<file path="src/rtl/matrix_mac_sequencer.sv">
// matrix_mac_sequencer
//   Control FSM that walks one MAC datapath through a square matrix
//   product C = A x B, one output element (i,j) at a time:
//   clear accumulator, stream DIM operand address pairs, drain the RAM
//   latency, write the result.
//
// Ports
//   clock, reset   rising-edge clock, synchronous active-high reset
//   start, abort   host request (sampled only in IDLE) / synchronous cancel
//   busy, done     host status; done is a one-cycle pulse after the last write
//   mem_rd         read strobe to the A and B RAMs (1-cycle read latency)
//   a_addr,b_addr  operand addresses {i,k} and {k,j}
//   mac_clear      clears the MAC accumulator
//   mac_enable     MAC accumulates the current RAM output pair
//   res_we         write strobe to the C RAM
//   res_addr       result address {i,j}, valid while res_we=1
//
// state | meaning
// ------+----------------------------------------------------------
// IDLE  | waiting for start; busy=0
// CLEAR | one cycle, mac_clear=1, k reset
// RUN   | DIM cycles, mem_rd=1, one operand pair per cycle, k counts up
// DRAIN | one cycle, RAM returns the k=DIM-1 pair, mac_enable still 1
// WRITE | one cycle, res_we=1, advance (i,j) or finish
// DONE  | one cycle, done=1, busy=0

module matrix_mac_sequencer #(
  parameter int IDX_WIDTH  = 2,
  parameter int ADDR_WIDTH = 2 * IDX_WIDTH
) (
  input  logic                  clock,
  input  logic                  reset,
  input  logic                  start,
  input  logic                  abort,
  output logic                  busy,
  output logic                  done,
  output logic                  mem_rd,
  output logic [ADDR_WIDTH-1:0] a_addr,
  output logic [ADDR_WIDTH-1:0] b_addr,
  output logic                  mac_clear,
  output logic                  mac_enable,
  output logic                  res_we,
  output logic [ADDR_WIDTH-1:0] res_addr
);

  typedef enum logic [2:0] {
    S_IDLE,
    S_CLEAR,
    S_RUN,
    S_DRAIN,
    S_WRITE,
    S_DONE
  } state_t;

  // Last index value; counters wrap naturally on IDX_WIDTH bits.
  localparam logic [IDX_WIDTH-1:0] IDX_LAST = '1;

  state_t               state, state_n;
  logic [IDX_WIDTH-1:0] i_q, j_q, k_q;
  logic [IDX_WIDTH-1:0] i_n, j_n, k_n;

  // Next values of the registered outputs.
  logic                  busy_n;
  logic                  done_n;
  logic                  mem_rd_n;
  logic                  mac_clear_n;
  logic                  res_we_n;
  logic [ADDR_WIDTH-1:0] a_addr_n;
  logic [ADDR_WIDTH-1:0] b_addr_n;
  logic [ADDR_WIDTH-1:0] res_addr_n;

  // mem_rd delayed one cycle to line up with the RAM read data.
  logic rd_q;

  assign mac_enable = rd_q;

  // ---------------------------------------------------------------
  // State, counter and output registers
  // ---------------------------------------------------------------
  always_ff @(posedge clock) begin
    if (reset) begin
      state     <= S_IDLE;
      i_q       <= '0;
      j_q       <= '0;
      k_q       <= '0;
      busy      <= 1'b0;
      done      <= 1'b0;
      mem_rd    <= 1'b0;
      mac_clear <= 1'b0;
      res_we    <= 1'b0;
      a_addr    <= '0;
      b_addr    <= '0;
      res_addr  <= '0;
      rd_q      <= 1'b0;
    end else begin
      state     <= state_n;
      i_q       <= i_n;
      j_q       <= j_n;
      k_q       <= k_n;
      busy      <= busy_n;
      done      <= done_n;
      mem_rd    <= mem_rd_n;
      mac_clear <= mac_clear_n;
      res_we    <= res_we_n;
      a_addr    <= a_addr_n;
      b_addr    <= b_addr_n;
      res_addr  <= res_addr_n;
      // An abort must not let a read already in flight accumulate.
      rd_q      <= abort ? 1'b0 : mem_rd;
    end
  end

  // ---------------------------------------------------------------
  // Next-state and counter logic
  // ---------------------------------------------------------------
  always_comb begin
    state_n = state;
    i_n     = i_q;
    j_n     = j_q;
    k_n     = k_q;

    case (state)
      S_IDLE: begin
        if (start) begin
          state_n = S_CLEAR;
          i_n     = '0;
          j_n     = '0;
        end
      end

      S_CLEAR: begin
        k_n     = '0;
        state_n = S_RUN;
      end

      S_RUN: begin
        k_n = k_q + 1'b1;
        if (k_q == IDX_LAST) begin
          state_n = S_DRAIN;
        end
      end

      S_DRAIN: begin
        state_n = S_WRITE;
      end

      S_WRITE: begin
        if ((i_q == IDX_LAST) && (j_q == IDX_LAST)) begin
          state_n = S_DONE;
        end else begin
          j_n = j_q + 1'b1;
          if (j_q == IDX_LAST) begin
            i_n = i_q + 1'b1;
          end
          state_n = S_CLEAR;
        end
      end

      S_DONE: begin
        state_n = S_IDLE;
      end

      default: begin
        state_n = S_IDLE;
      end
    endcase

    // Abort overrides everything, including a start in the same cycle.
    if (abort) begin
      state_n = S_IDLE;
      i_n     = i_q;
      j_n     = j_q;
      k_n     = k_q;
    end
  end

  // ---------------------------------------------------------------
  // Output logic: decoded from the next state so the registered
  // strobes are aligned with the state they belong to.
  // ---------------------------------------------------------------
  always_comb begin
    busy_n      = (state_n != S_IDLE) && (state_n != S_DONE);
    done_n      = (state_n == S_DONE);
    mem_rd_n    = (state_n == S_RUN);
    mac_clear_n = (state_n == S_CLEAR);
    res_we_n    = (state_n == S_WRITE);

    // Addresses hold their last value while their strobe is low.
    a_addr_n   = a_addr;
    b_addr_n   = b_addr;
    res_addr_n = res_addr;

    // Row-major flat address: {row,col} == row*DIM + col.
    if (mem_rd_n) begin
      a_addr_n = {i_n, k_n};
      b_addr_n = {k_n, j_n};
    end
    if (res_we_n) begin
      res_addr_n = {i_n, j_n};
    end
  end

endmodule

</file>
<file path="config.mk">
export PLATFORM = sky130hd
export DESIGN_NAME = matrix_mac_sequencer
export DESIGN_NICKNAME = d
export VERILOG_FILES = /design/src/rtl/matrix_mac_sequencer.sv
export SDC_FILE = /design/constraint.sdc
export NUM_CORES = 1
export LEC_CHECK = 0
export BUFFER_PORTS_ARGS = -buffer_cell sky130_fd_sc_hd__buf_2
export CORE_MARGIN = 2
export CORE_UTILIZATION = 45
export CTS_CLUSTER_SIZE = 30
export DETAILED_ROUTE_END_ITERATION = 10
export PLACE_DENSITY = 0.75
export SLEW_MARGIN = 10
export SYNTH_ARGS = -nofsm -noshare
export SYNTH_HDL_FRONTEND = slang
export SYNTH_SLANG_ARGS = --single-unit
</file>
<file path="constraint.sdc">
create_clock -name clock -period 2.67 [get_ports clock]
set_input_delay 0.267 -clock clock [delete_from_list [all_inputs] [get_ports clock]]
set_output_delay 0.267 -clock clock [all_outputs]
set_load 0.01 [all_outputs]
</file>
==> summary.txt <==
Finish
  – Final nets: 147
  – Synth-to-layout area growth: 10.90%
  – Layout Cells excl Fill: 169
  – Most common cell after layout, fill and taps aside: dfxtp_1
  – Most frequent cells in the layout: 25 x dfxtp_1, 21 x buf_2, 17 x nor2_1
  – Layout fillers: 255
  – Layout cells sized above 1: 23.74%
  – Antenna Cells: 0

Clocking
  – Worst-Skew Late Latency: 0.32 ns
  – Clock Tree Root: clkbuf_4
  – CTS hold repair buffers: 0
  – Post-CTS sizing: 0
  – Clk sinks: 25
  – H-tree levels: 1
  – CTS Buf Count: 3
  – Reg clk slew, reported paths: 0.14 ns
  – Setup bufs post-CTS: 0
  – CTS Buffer Depth: 2
  – TritonCTS clock tree: yes

Logic synthesis
  – Synthesis Warnings: 0
  – Seq cells post-synth: 25
  – Mapped Avg Cell Area: 9.312 um^2
  – Asr flop ratio synth: 0%
  – Top FF cell, synth: dfxtp_1
  – Sequential cell area fraction in the yosys report: 44.05%
  – Number of synthesized flops with an enable pin: 0
  – Synth Cell Area: 1136 um^2
  – Net Count, Synth: 129
  – Synth cell types: 38
  – Cells after synthesis: 122

Timing
  – Slew @ Worst Pin: 0.5433 ns
  – Max-slew headroom: 63.54%
  – Fmax: 592.7 MHz
  – Unrepaired setup endpoints after global routing: false
  – Final setup violation count: 0
  – Slew Viols, Final: 0
  – Tcrit/Tclk final: 63.19%
  – Min Tclk post-route: 1.687 ns
  – Final Hold Viols: 0
  – Setup Total Neg Slack: 0 ns
  – Clock Skew: 0.008829 ns

Die
  – Die Height: 54.25 um
  – Die area: 2943 um^2
  – Chip Width: 54.25 um
  – Core Area: 2432 um^2
  – # IOs: 22
  – Initial core utilization: 46.71%
  – Placement Rows: 18

GRT
  – First-pass GRT wire length: 3719 um
  – Vias in the first global route: 838
  – Total GRT Usage: 17.46%
  – Met3 Use GR: 3.279%
  – GRT met2 Usage: 26.71%
  – Antenna violations before repair: 0
  – Global-route congestion overflow total: 0
  – Top Usage Layer GRT: met2
  – Met1 Track Usage GR: 23.77%
  – Largest net degree at the start of global routing: 24

Critical path
  – Arrival time at the worst endpoint: 1.90 ns
  – Crit-path slowest cell: dfxtp_1
  – Crit path max-delay family: flip-flops
  – WS Path Type: register to register
  – Max incr delay on CP: 0.67 ns
  – Crit-path most repeated cell: nor2_1
  – CP required: 2.88 ns
  – CP endpoint kind: register
  – Buffers plus inverters on the worst setup path: 0
  – Crit-path cells: nand3b_1 -> nor2_1 -> mux2i_1 -> nor2_1
  – Crit path launch type: register
  – Critical path fanouts, max: 16

Flow run
  – Max-cap viol count: 0

Min path
  – HP Class: input pin to register

Detailed routing
  – Iter 0 DRT Violations: 15
  – DRC Markers: 0
  – Remaining antenna violation count after routing: 0
  – Via-to-Cell Ratio: 5.479
  – Wirelength per Cell: 12.92 um
  – DR vias: 926
  – Drt first pass iters: 4
  – Routed wire length: 2184 um

Power and ir drop
  – Leakage: 0.5424 nW
  – Switch share: 24.79%
  – Peak VDD IR: 256.3 uV
  – Register share of total power: 63.9%
  – P_int: 0.0004510 W
  – Combinational share of power: 7.0%
  – Sw Pwr: 0.0001486 W
  – Power density cells: 475.9 nW/um^2
  – Share of total power in the clock network: 29.1%

Run status
  – Status: finished, final reports clean

Placement
  – DP Cell Count: 165
  – Port bufs: 21
  – Gp weighted congestion: 0.7851
  – DP HPWL: 1547 um
## metal layers
layer,vias to the layer above,share of wire (%)
met5,-,0
met4,0,1.4
met3,4,3.9
met2,29,47
met1,426,48
li1,467,-
## metrics by stage
stage	area, um^2	hold WS (ns)	utilization, %	power [W]	setup slack [ns]
finish	1260	0.2337	51.80	0.0005996	0.9828
global route	1260	0.2302	51.80	0.0006269	0.8414
CTS	1260	0.2263	51.80	0.0006016	0.9868
detailed placement	1230	0.4395	50.57	0.0004329	1.017
global placement	1230	0.4476	50.57	0.0004316	1.031
floorplan	1136	0.3600	-	0.0004231	1.141
## path summary, 6_finish.rpt
check	end	startpoint	cells after the start	slack, ns
max reg2reg	res_addr[3]	state[0]	4	0.98
min	state[1]	abort	2	0.23
min reg2reg	mac_enable	mem_rd	2	0.46
max	res_addr[3]	state[0]	4	0.98
## registers in the layout (all words and copies together) (netlist names)
| name | flops |
|---|---|
| res_addr | 4 |
| mac_clear | 1 |
| i_q | 2 |
| state | 3 |
| k_q | 2 |
| j_q | 2 |
| b_addr | 2 |
| a_addr | 4 |
| busy | 1 |
| done | 1 |
| mac_enable | 1 |
| res_we | 1 |
| mem_rd | 1 |
## power groups by stage
stage / combinational [W] / clock, W / sequential (W)
floorplan: 0.0000333 / 0 / 0.000390
global route: 0.0000469 / 0.000196 / 0.000384
finish: 0.0000421 / 0.000174 / 0.000383
CTS: 0.0000421 / 0.000177 / 0.000383
global placement: 0.0000410 / 0 / 0.000391
detailed placement: 0.0000418 / 0 / 0.000391
## cell families (layout without fill, tap and decap cells)
| logic type | after synthesis | count (layout) | synth area share [%] |
|---|---|---|---|
| compound gates | 26 | 26 | 16.85 |
| fa+ha+maj | 3 | 3 | 3.304 |
| xor+xnor | 1 | 1 | 0.7711 |
| buf+inv | 13 | 30 | 5.947 |
| simple gates | 49 | 49 | 24.67 |
| flops | 25 | 25 | 44.05 |
| mux | 5 | 5 | 4.405 |
## cells in the mapped netlist (all sizes together) (2+ instances only)
master	number	area, um^2
a31oi	2	12.51
nor3b	3	22.52
a21oi	4	20.02
clkbuf	3	11.26
o21ai	7	38.78
nor4	3	33.78
buf	5	37.53
nand4	3	18.77
nor2	17	63.81
nor3	6	30.03
nor2b	4	25.02
nand2	4	15.01
mux2i	5	50.05
a2bb2oi	4	35.03
a211oi	3	37.54
ha	3	37.54
a21o	2	15.01
dfxtp	25	500.5
inv	5	18.77
## final cells by class
class / instances / area, um^2 / area share [%]
multi-input cells: 84 / 568.0 / 45.08
repair buffers: 21 / 105.1 / 8.342
inverters: 5 / 18.77 / 1.490
clock buffers: 3 / 22.52 / 1.787
flip-flops and latches: 25 / 500.5 / 39.72
clock inverters: 1 / 7.507 / 0.5958
well taps: 30 / 37.54 / 2.979
Power figures use the tool's default switching activity.
